File: config.mk
export PLATFORM = sky130hd
export DESIGN_NAME = heading_turn_tracker
export DESIGN_NICKNAME = d
export VERILOG_FILES = /design/src/rtl/turn_pkg.sv /design/src/rtl/heading_unwrap.sv /design/src/rtl/heading_turn_tracker.sv
export SDC_FILE = /design/constraint.sdc
export NUM_CORES = 1
export LEC_CHECK = 0
export CAP_MARGIN = 30
export CORE_ASPECT_RATIO = 1.75
export CORE_MARGIN = 2
export CORE_UTILIZATION = 60
export CTS_BUF_LIST = sky130_fd_sc_hd__clkbuf_2 sky130_fd_sc_hd__clkbuf_4 sky130_fd_sc_hd__clkbuf_8
export DETAILED_ROUTE_END_ITERATION = 16
export PLACE_DENSITY = 0.82
export RECOVER_POWER = 100
export SLEW_MARGIN = 5
export SYNTH_ARGS = -nofsm -noshare
export SYNTH_HDL_FRONTEND = slang
export SYNTH_HIERARCHICAL = 1
export SYNTH_SLANG_ARGS = --single-unit
export TNS_END_PERCENT = 50
File: constraint.sdc
create_clock -name clk -period 21.6 [get_ports clk]
set_input_delay 3.24 -clock clk [delete_from_list [all_inputs] [get_ports clk]]
set_output_delay 3.24 -clock clk [all_outputs]
set_load 0.005 [all_outputs]
File: src/rtl/turn_pkg.sv
// Shared types for the heading turn tracker: FSM state encoding and turn direction.
package turn_pkg;

  typedef enum logic [2:0] {
    IDLE  = 3'd0,
    ARM   = 3'd1,
    TRACK = 3'd2,
    DONE  = 3'd3,
    FAULT = 3'd4
  } turn_state_t;

  typedef enum logic {
    RIGHT = 1'b0,
    LEFT  = 1'b1
  } turn_dir_t;

endpackage

File: src/rtl/heading_unwrap.sv
// Turns a modular heading stream into signed per-sample steps in the commanded direction.
// Holds the previous in-range sample and wraps each difference into (-MOD/2, MOD/2].
module heading_unwrap
  import turn_pkg::*;
#(
  parameter int HEADING_W   = 16,
  parameter int HEADING_MOD = 360
) (
  input  logic                   clk,
  input  logic                   rst_n,
  input  logic [HEADING_W-1:0]   heading,
  input  logic                   heading_valid,
  input  logic                   track_en,
  input  turn_dir_t              dir,
  output logic                   sample_ok,
  output logic                   step_valid,
  output logic signed [HEADING_W:0] step
);

  localparam int SW = HEADING_W + 1;
  localparam logic signed [SW-1:0] MOD_S  = SW'(HEADING_MOD);
  localparam logic signed [SW-1:0] HALF_S = SW'(HEADING_MOD / 2);

  logic [HEADING_W-1:0]   prev;
  logic signed [SW-1:0]   raw;
  logic signed [SW-1:0]   wrapped;

  assign sample_ok  = heading_valid && ({1'b0, heading} < SW'(HEADING_MOD));
  assign step_valid = sample_ok && track_en;

  // prev follows every in-range sample; the top only consumes steps in TRACK
  always_ff @(posedge clk or negedge rst_n) begin
    if (!rst_n) begin
      prev <= '0;
    end else if (sample_ok) begin
      prev <= heading;
    end
  end

  always_comb begin
    raw     = $signed({1'b0, heading}) - $signed({1'b0, prev});
    wrapped = raw;
    if (raw <= -HALF_S) begin
      wrapped = raw + MOD_S;
    end else if (raw > HALF_S) begin
      wrapped = raw - MOD_S;
    end
    step = (dir == LEFT) ? -wrapped : wrapped;
  end

endmodule

File: src/rtl/heading_turn_tracker.sv
// Tracks a commanded in-place turn against the IMU heading and flags completion,
// timeout or abort. Owns the saturating accumulator, confirm and timeout counters.
module heading_turn_tracker
  import turn_pkg::*;
#(
  parameter int HEADING_W      = 16,
  parameter int HEADING_MOD    = 360,
  parameter int ACC_W          = 24,
  parameter int CONFIRM        = 2,
  parameter int TIMEOUT_CYCLES = 200_000_000
) (
  input  logic                    clk,
  input  logic                    rst_n,
  input  logic                    start,
  input  logic                    dir,
  input  logic [HEADING_W-1:0]    target,
  input  logic                    abort,
  input  logic [HEADING_W-1:0]    heading,
  input  logic                    heading_valid,
  output logic                    busy,
  output logic                    done,
  output logic                    timeout,
  output logic signed [ACC_W-1:0] progress,
  output logic [2:0]              state_dbg
);

  localparam int CNT_W = $clog2(CONFIRM + 1);
  localparam int TO_W  = (TIMEOUT_CYCLES > 0) ? $clog2(TIMEOUT_CYCLES + 1) : 1;
  localparam logic [TO_W-1:0]  TO_LOAD = TO_W'(TIMEOUT_CYCLES);
  localparam logic [CNT_W-1:0] CONF_N  = CNT_W'(CONFIRM);
  localparam logic signed [ACC_W:0] ACC_MAX = {2'b00, {(ACC_W-1){1'b1}}};
  localparam logic signed [ACC_W:0] ACC_MIN = {2'b11, {(ACC_W-1){1'b0}}};

  turn_state_t           state, state_n;
  turn_dir_t             dir_q, dir_n;
  logic [HEADING_W-1:0]  target_q, target_n;
  logic signed [ACC_W-1:0] acc, acc_n;
  logic [CNT_W-1:0]      cnt_q, cnt_n;
  logic [TO_W-1:0]       to_q, to_n;

  logic                  sample_ok;
  logic                  step_valid;
  logic signed [HEADING_W:0] step;
  logic signed [ACC_W:0] sum;
  logic signed [ACC_W:0] sat;
  logic signed [ACC_W:0] tgt_s;
  logic                  qualifies;
  logic                  to_expire;

  heading_unwrap #(
    .HEADING_W   (HEADING_W),
    .HEADING_MOD (HEADING_MOD)
  ) u_unwrap (
    .clk           (clk),
    .rst_n         (rst_n),
    .heading       (heading),
    .heading_valid (heading_valid),
    .track_en      (state == TRACK),
    .dir           (dir_q),
    .sample_ok     (sample_ok),
    .step_valid    (step_valid),
    .step          (step)
  );

  always_ff @(posedge clk or negedge rst_n) begin
    if (!rst_n) begin
      state    <= IDLE;
      dir_q    <= RIGHT;
      target_q <= '0;
      acc      <= '0;
      cnt_q    <= '0;
      to_q     <= '0;
    end else begin
      state    <= state_n;
      dir_q    <= dir_n;
      target_q <= target_n;
      acc      <= acc_n;
      cnt_q    <= cnt_n;
      to_q     <= to_n;
    end
  end

  // Saturating accumulate plus threshold test, used only when a TRACK step arrives
  always_comb begin
    sum = $signed({acc[ACC_W-1], acc}) + (ACC_W+1)'(step);
    if (sum > ACC_MAX) begin
      sat = ACC_MAX;
    end else if (sum < ACC_MIN) begin
      sat = ACC_MIN;
    end else begin
      sat = sum;
    end
    tgt_s     = $signed({{(ACC_W+1-HEADING_W){1'b0}}, target_q});
    qualifies = (sat >= tgt_s);
    to_expire = (TIMEOUT_CYCLES != 0) && (to_q == TO_W'(1));
  end

  // Priority: abort, then confirming sample, then timeout, then start
  always_comb begin
    state_n  = state;
    dir_n    = dir_q;
    target_n = target_q;
    acc_n    = acc;
    cnt_n    = cnt_q;
    to_n     = to_q;

    if (abort) begin
      state_n = IDLE;
      acc_n   = '0;
      cnt_n   = '0;
    end else begin
      unique case (state)
        IDLE, DONE, FAULT: begin
          if (start) begin
            acc_n = '0;
            cnt_n = '0;
            if (target == '0) begin
              state_n = DONE;
            end else begin
              state_n  = ARM;
              dir_n    = turn_dir_t'(dir);
              target_n = target;
              to_n     = TO_LOAD;
            end
          end
        end
        ARM: begin
          to_n = to_q - TO_W'(1);
          if (sample_ok) begin
            state_n = TRACK;
          end
          if (to_expire) begin
            state_n = FAULT;
          end
        end
        TRACK: begin
          to_n = to_q - TO_W'(1);
          if (step_valid) begin
            acc_n = sat[ACC_W-1:0];
            if (qualifies) begin
              cnt_n = cnt_q + CNT_W'(1);
              if (cnt_q + CNT_W'(1) == CONF_N) begin
                state_n = DONE;
              end
            end else begin
              cnt_n = '0;
            end
          end
          if (to_expire && state_n != DONE) begin
            state_n = FAULT;
          end
        end
        default: state_n = IDLE;
      endcase
    end
  end

  assign busy      = (state == ARM) || (state == TRACK);
  assign done      = (state == DONE);
  assign timeout   = (state == FAULT);
  assign progress  = acc;
  assign state_dbg = state;

endmodule

* Yosys cells after proc, flatten, opt, wreduce, memory -nomap -nowiden
Cells that the tools add are included.
** Word-level totals
- Register bits after elaboration :: 90
- Input bits :: 38
** Operators by class
- Add/subtract/negate cells :: 7
- $lt $le $gt $ge :: 6
- Equal/unequal tests :: 12
- Muxes and demuxes :: 29
- Bitwise operators :: 2
- Reductions and logical operators :: 14
** Operators by type and width (count)
- $mux W24 :: 3
- $mux W28 :: 2
- $pmux W28 S2 :: 1
- $mux W17 :: 3
- $mux W25 :: 2
- $pmux W24 S2 :: 1
- $mux W3 :: 10
- $eq A28 B1 Y1 const B :: 1
- $sub A28 B1 Y28 const B :: 1
- $add A24 B17 Y25 :: 1
- $ge A25 B17 Y1 :: 1
- $gt A25 B24 Y1 const B :: 1
- $lt A25 B24 Y1 const B :: 1
- $add A17 B10 Y17 const B :: 1
- $gt A17 B9 Y1 const B :: 1
- $le A17 B9 Y1 const B :: 1
- $neg A17 Y17 :: 1
- $sub A16 B16 Y17 :: 1
- $sub A17 B10 Y17 const B :: 1
- $logic_not A16 Y1 :: 1
- $lt A16 B9 Y1 const B :: 1
- $mux W2 :: 5
- $pmux W3 S3 :: 1
- $reduce_and A4 Y1 :: 2
- other kinds (20) :: 26

* Longest topological paths before layout
Gate-level depths: netlist of the first run.
- Depth in word-level cells :: 20
- Depth in mapped cells :: 43
- Mapped depth without buffers :: 40

* Modules after synthesis
Netlist of the first run, hierarchy kept.
** Modules (own cells, without submodules)
- heading_turn_tracker :: times used 1, cells each 637, area an instance 5396.4 sq um
- heading_unwrap :: times used 1, cells each 389, area an instance 2870.3 sq um

* Worst setup path before layout of the first run
No wires, ideal clock.
- Kind :: input to register
- From :: input port heading[0]
- To :: register cnt_q[0]
- Setup time :: 0.122 ns
- Arrival :: 11.791 ns
- Path slack :: 9.688 ns
- Stages on the path :: 43
- Path buffers :: 3
- Cell sequence :: inv_1 -> ha_1 -> inv_1 -> fa_1 -> a21o_1 -> a21oi_1 -> xnor2_1 -> inv_1 -> ha_1 -> o21ai_0 -> a31oi_1 -> a31o_2 -> o311ai_1 -> nor4_1 -> a2111oi_1 -> nor4_2 -> nor3b_1 -> nand4_2 -> [7 not listed] -> o211ai_2 -> o221a_4 -> and2_1 -> or2_1 -> buf_4 -> buf_6 -> nor2_1 -> nor2_1 -> ha_1 -> a211oi_1 -> nor2_1 -> o31a_1 -> o21ai_0 -> a211o_1 -> nand3_1 -> or2_2 -> or3_1 -> a32o_1
** On the way
- Cells in the longest elaborated chain, start to end :: 15
- Elaborated cells between the ends (all ways) :: 24
** RTL lines
- start, declared :: RTL line heading_turn_tracker.sv:18 : input logic [HEADING_W-1:0] heading,
- $sub A16 B16 Y17 (*) :: RTL line heading_unwrap.sv:41 : raw = $signed({1'b0, heading}) - $signed({1'b0, prev});
- $sub A17 B10 Y17 / $gt A17 B9 Y1 (equally long branches) :: RTL line heading_unwrap.sv:46, heading_unwrap.sv:45
- $mux W17 :: RTL line heading_unwrap.sv:45 : end else if (raw > HALF_S) begin
- $mux W17 (*) :: RTL line heading_unwrap.sv:43 : if (raw <= -HALF_S) begin
- $neg A17 Y17 :: RTL line heading_unwrap.sv:48 : step = (dir == LEFT) ? -wrapped : wrapped;
- $mux W17 (*) :: RTL line heading_unwrap.sv:48
- net step[16] :: RTL line heading_turn_tracker.sv:43 : logic signed [HEADING_W:0] step;
- $add A24 B17 Y25 (*) :: RTL line heading_turn_tracker.sv:85 : sum = $signed({acc[ACC_W-1], acc}) + (ACC_W+1)'(step);
- $lt A25 B24 Y1 :: RTL line heading_turn_tracker.sv:88 : end else if (sum < ACC_MIN) begin
- $mux W25 :: RTL line heading_turn_tracker.sv:88
- $mux W25 (*) :: RTL line heading_turn_tracker.sv:86 : if (sum > ACC_MAX) begin
- $ge A25 B17 Y1 (*) :: RTL line heading_turn_tracker.sv:94 : qualifies = (sat >= tgt_s);
- $mux W2 (*) :: RTL line heading_turn_tracker.sv:140 : if (qualifies) begin
- $mux W2 (*) :: RTL line heading_turn_tracker.sv:138 : if (step_valid) begin
- $pmux W2 S2 (*) :: RTL line heading_turn_tracker.sv:112 : unique case (state)
- $mux W2 (*) :: RTL line heading_turn_tracker.sv:107 : if (abort) begin
- end signal, assigned :: RTL line heading_turn_tracker.sv:78 : cnt_q <= cnt_n;
- end, declared :: RTL line heading_turn_tracker.sv:38 : logic [CNT_W-1:0] cnt_q, cnt_n;
The timed path passes the listed nets; every way through them passes the cells marked *. The select of a mux whose other input is x is not followed.
A chain may end at the register's enable or synchronous reset.

* Worst setup path after layout of the first run
- From :: input port heading[0]
- To :: register state[1] (netlist: state_dbg[1])
** On the way
- Cells in the longest elaborated chain, start to end :: 20
- Elaborated cells between the ends (all ways) :: 29
** RTL lines
- $sub A16 B16 Y17 (*) :: RTL line heading_unwrap.sv:41
- $sub A17 B10 Y17 / $gt A17 B9 Y1 (equally long branches) :: RTL line heading_unwrap.sv:46, heading_unwrap.sv:45
- $mux W17 :: RTL line heading_unwrap.sv:45
- $mux W17 (*) :: RTL line heading_unwrap.sv:43
- $neg A17 Y17 :: RTL line heading_unwrap.sv:48
- $mux W17 (*) :: RTL line heading_unwrap.sv:48
- net step[16] :: RTL line heading_turn_tracker.sv:43
- $add A24 B17 Y25 (*) :: RTL line heading_turn_tracker.sv:85
- [5 not listed]
- $mux W3 (*) :: RTL line heading_turn_tracker.sv:138
- $mux W3 (*) :: RTL line heading_turn_tracker.sv:112
- $mux W3 (*) :: RTL line heading_turn_tracker.sv:107
- $ne A3 B2 Y1 :: RTL line heading_turn_tracker.sv:149 : if (to_expire && state_n != DONE) begin
- $logic_and A1 B1 Y1 :: RTL line heading_turn_tracker.sv:149
- $mux W3 (*) :: RTL line heading_turn_tracker.sv:149
- $pmux W3 S3 (*) :: RTL line heading_turn_tracker.sv:112
- $mux W3 (*) :: RTL line heading_turn_tracker.sv:107
- end signal, assigned :: RTL line heading_turn_tracker.sv:74 : state <= state_n;
- end, declared :: RTL line heading_turn_tracker.sv:34 : turn_state_t state, state_n;
Marks and branches as above.

==> results of run 1 <==
==> kinds of logic after synthesis <==
family,count (synthesis),synth area share (%)
AO/OA/AOI/OAI,305,25.6
multiplexers,5,0.847
flip-flops,90,27.2
AND/OR/NAND/NOR,402,24.3
adder cells (fa/ha/maj),66,10.2
buffers and inverters,94,5.01
XOR/XNOR,64,6.87
==> worst min-delay path, stage by stage (launching register included) <==
cell and delay, ps:
dfrtp_1 340, inv_1 50, nor2_1 90
==> registers in the layout (all words and copies together) (netlist names) <==
register	cells
cnt_q	2
dir_q	1
progress	24
state_dbg	3
target_q	16
to_q	28
u_unwrap/prev	16
==> routing by layer <==
| layer | wire, um | track usage, % | vias to the layer above |
|---|---|---|---|
| met5 | 0 | 0 | - |
| met2 | 12200 | 58.2 | 233 |
| met3 | 771 | 4.64 | 82 |
| met4 | 1290 | 18.1 | 0 |
| li1 | - | - | 3801 |
| met1 | 8180 | 32.3 | 3665 |
==> stage by stage <==
stage	power [W]	std cells	worst slack, ps	util, %	hold slack [ps]
finish	0.000961	1249	7170	67.8	506
global route	0.00104	1249	6270	67.8	530
CTS	0.000960	1249	8350	68.3	509
detailed placement	0.000839	1233	7950	66.8	485
global placement	0.000831	1233	8280	66.8	467
floorplan	0.000686	1026	9690	-	452
==> cells in the final DEF (no fill, tap or decap), types with 26 or more instances in the layout <==
master / instances
clkdlybuf4s50_1: 33
dfrtp_1: 90
dlygate4sd3_1: 33
xor2_1: 29
a21oi_1: 71
ha_1: 64
nand2_1: 120
xnor2_1: 34
o21ai_0: 81
inv_1: 56
nand3_1: 26
nor2_1: 106
==> worst paths after layout <==
path / endpoint / slack, ps / cells past startpoint
min: u_unwrap/prev[12] / 510 / 2
min in group asynchronous: progress[12] / 3340 / 1
max in group asynchronous: to_q[6] / 14480 / 2
min reg2reg: u_unwrap/prev[12] / 510 / 2
max: state_dbg[1] / 7170 / 41
max reg2reg: state_dbg[1] / 10270 / 39
==> cell type report <==
cell class                      instances  area (um^2)  share of cell area [%]
Clock buffer                            9          124                    1.36
Tap cell                              174          218                    2.39
Multi-Input combinational cell        842         5550                    60.9
Inverter                               56          210                    2.31
Sequential cell                        90         2250                    24.7
Timing Repair Buffer                   71          687                    7.54
Clock inverter                          7         71.3                   0.782
==> power by group <==
group          switching [W]  internal, W  leakage [nW]  total, W
clock              0.0000737    0.0000450        0.0926  0.000119
combinational       0.000391     0.000233          2.87  0.000625
sequential         0.0000208     0.000197          1.10  0.000217
==> metrics.txt, run 1 <==
max incr delay on CP=910 ps; Skew-Pair Late Insertion Delay=380 ps; Crit. End Element=register; FILL cells=1,174; count of different cell masters after synthesis=94; top area cells in the synthesized netlist=dfrtp_1 27%, ha_1 9.7%, nand2_1 5.4%; Fin. Hold Viols=0; first-pass GRT wire length=37.2 mm; Diodes inserted=0; critical-path cell with the highest stage delay=or2_0; vias in the first global route=7,878; status=finished with violations; min-delay src=u_unwrap/prev[12]; fin crit share=66.8%; synthesized cell area=8270 um^2; Post-Syn Instances=1,026; H-Tree Depth=3; Worst Setup SP=heading[0]; VDD IR-drop max=0.0717 mV; Tightest Pin Transition=3190 ps; fraction of registers with async set/reset=100%; max_slew headroom=-113%; Synth area leader=dfrtp_1; # resized after CTS=0; initial DRC count=373; dpl cell area=8990 um^2; post-DP HPWL=17.7 mm; Synth Warn #=6; CP delay by family, top=compound AO/OA/AOI/OAI gates; post-synth top area share=27.2%; core area=13,500 um^2; largest net degree at the start of global routing=61; CP bufs+invs=4; fmax=69.3 MHz; DR DRC count=0; post-route setup TNS=0 ps; fin. max-slew vios=109; Post-CTS Hold Fix Bufs=0; EDFF count, synth=0; initial antenna violation count=0; critical path class=input port to register; DRT Pass-1 Iters=6; violated checks=capacitance limit, slew limit; most common cell in the netlist=nand2_1; Leak=4.05 nW; Clock Tree Buf Depth=2; clock root buffer=clkbuf_8; register area share after synthesis=27.2%; Boundary Pins=68; min Tclk post-route=14,430 ps; routed len/inst=18.0 um; fraction of layout cells with a size suffix above 1=5.21%; Post CTS Setup Buffer Count=0; Via Count=7,781; number of CTS-inserted buffers=9; GRT Overall Usage=31.2%; Die H=159 um; Rows=56; mean post-synth cell area=8.06 um^2; Hold WC Path Type=register to register; Syn-to-layout area delta=10.3%; Design Area, Final=9120 um^2; clk_skew=10.2 ps; total wire length=22.4 mm; die area=14,800 um^2; Final Wtd Congestion=0.967; Main synth FF type=dfrtp_1; Via density=6.23; CP Data Arrival Time=14,670 ps; Critical Path Most Common Cell=ha_1; Crit Path Max Fanout=19; Initial Util=61.4%; grt ovf=0; clk slew on worst S/H paths=100 ps; Pwr Density=105 nW/um^2; RSZ-0062 raised after global routing=false; die span in x=92.7 um; NumNets Final=1,174; CTS Sinks=90; number of synthesized register bits=90; Worst Path Required=21,840 ps; synth cell count leaders=120 x nand2_1, 106 x nor2_1, 90 x dfrtp_1; RR Startpoint=u_unwrap/prev[0]; CTS tree=done; Max-cap violations=3; ANT nets after route=0; Synth Net Count=1,130; # setup viols final=0; CP startpoint kind=input port; Port Buffers=67
(Power assumes the default switching activity.)
==> inputs of run 2 (changes only) <==
- clock period: 21.6 -> 15.1 ns (I/O delays scaled with it)
==> run 2 against run 1 <==
Compared with the run above: the run still ends with capacitance limit, slew limit left; core utilization rose by 0.084 points; largest cell class unchanged; die area unchanged; final area increased by 0.12%; global-route usage decreased by 0.45 points.
==> metrics.txt, run 2 (synthesized netlist as in run 1, its figures left out) <==
first-pass GRT wire length=36.9 mm (-0.82%); Critical Path Most Common Cell=ha_1; Crit. End Element=register; Post CTS Setup Buffer Count=0 (unchanged); Via Count=7,809 (+0.36%); WL met2=11.7 mm (-3.9%); Clock Tree Buf Depth=2 (unchanged); # resized after CTS=0 (unchanged); max incr delay on CP=870 ps (-40 ps); grt ovf=0 (unchanged); VDD IR-drop max=0.0784 mV (+9.4%); Port Buffers=67 (unchanged); Initial Util=61.4% (unchanged); H-Tree Depth=3 (unchanged); commonest cells after routing, fill and taps aside=120 x nand2_1, 106 x nor2_1, 90 x dfrtp_1; clk slew on worst S/H paths=100 ps (about the same); Crit Path Max Fanout=19 (unchanged); RSZ-0062 raised after global routing=false; commonest non-fill, non-tap cell in the layout=nand2_1; fraction of layout cells with a size suffix above 1=5.40% (+0.19 points); critical path class=input port to register; fin. max-slew vios=139 (+28%); Skew-Pair Late Insertion Delay=380 ps (about the same); # setup viols final=0 (unchanged); fin crit share=87.3%; CP startpoint kind=input port; metal3 WL=602 um (-22%); Hold WC Path Type=register to register; Boundary Pins=68 (unchanged); clock root buffer=clkbuf_8; Largest register FFs=28 (unchanged); vias in the first global route=7,807 (-0.90%); Syn-to-layout area delta=10.4%; Final Wtd Congestion=0.966 (about the same); fmax=75.8 MHz; Via density=6.25 (+0.36%); CP Data Arrival Time=13,420 ps (-1250 ps); die span in x=92.7 um (unchanged); Layout Utilization=67.8% (+0.084 points); CTS Sinks=90 (unchanged); violated checks=capacitance limit, slew limit; Worst Path Required=15,340 ps (-6500 ps); NumNets Final=1,174 (unchanged); largest net degree at the start of global routing=64 (+4.9%); die area=14,800 um^2 (unchanged); GRT Overall Usage=30.8% (-0.45 points); Post-CTS Hold Fix Bufs=0 (unchanged); Top Layer Used=met4; number of CTS-inserted buffers=9 (unchanged); Leak=4.06 nW (about the same); status=finished with violations; Post-Route M1 WL=8.41 mm (+2.8%); DRT Pass-1 Iters=5 (-1); post-DP HPWL=17.7 mm (-0.35%); post-route setup TNS=0 ps (unchanged); initial DRC count=426 (+14%); total wire length=22.3 mm (-0.60%); Diodes inserted=0 (unchanged); min Tclk post-route=13,190 ps; CTS tree=done; max_slew headroom=-120% (-7.7 points); clk_skew=11.3 ps (+1.16 ps); Fin. Hold Viols=0 (unchanged); DR DRC count=0 (unchanged); Reg with most FFs=to_q; initial antenna violation count=0 (unchanged); Tightest Pin Transition=3310 ps (+116 ps); core area=13,500 um^2 (unchanged); critical-path cell with the highest stage delay=or2_0; Pwr Density=151 nW/um^2 (+43%); Die H=159 um (unchanged); ANT nets after route=0 (unchanged); routed len/inst=17.9 um (-0.60%); Rows=56 (unchanged); Max-cap violations=3 (unchanged)
-- run 2: power breakdown --
part | internal [W] | switching (W)
sequential | 0.000281 | 0.0000306
clock | 0.0000644 | 0.000105
combinational | 0.000335 | 0.000559
total | 0.000681 | 0.000694
-- run 2: critical path: cells and delay by family --
family | cells | cell delay, ps
compound gates | 18 | 4740
xor+xnor | 2 | 940
fa+ha+maj | 5 | 1600
buf+inv | 4 | 700
simple gates | 12 | 3170
-- run 2: final cells by class --
class / count / area (um^2)
multi-input combinational: 842 / 5570
fill: 1205 / 4330
sequential: 90 / 2250
timing repair buffer: 71 / 687
tap: 174 / 218
inverter: 56 / 210
clock buffer: 9 / 124
clock inverter: 7 / 71.3
-- run 2: path summary, 6_finish.rpt --
check | endpoint | startpoint | slack (ps) | cells past startpoint
max | state_dbg[1] | heading[0] | 1910 | 41
min | u_unwrap/prev[8] | u_unwrap/prev[8] | 500 | 1
max reg2reg | state_dbg[1] | u_unwrap/prev[0] | 3910 | 39
min reg2reg | u_unwrap/prev[8] | u_unwrap/prev[8] | 500 | 1
max in group asynchronous | to_q[0] | rst_n | 8960 | 2
min in group asynchronous | progress[13] | rst_n | 2280 | 1
-- run 2: metrics by stage --
step | instances | hold slack, ps | power, W | area (um^2) | setup slack (ps)
global route | 1249 | 535 | 0.00149 | 9130 | 907
finish | 1249 | 498 | 0.00138 | 9130 | 1910
global placement | 1233 | 467 | 0.00118 | 8990 | 2650
floorplan | 1026 | 452 | 0.000982 | 8270 | 4160
detailed placement | 1233 | 477 | 0.00120 | 8990 | 2350
CTS | 1249 | 501 | 0.00137 | 9190 | 2720
-- run 2: metal layers --
layer  global-route usage (%)  up-vias
met5                        0        -
met1                     33.0     3705
met4                     19.3        0
li1                         -     3803
met3                     3.74       88
met2                     56.0      213
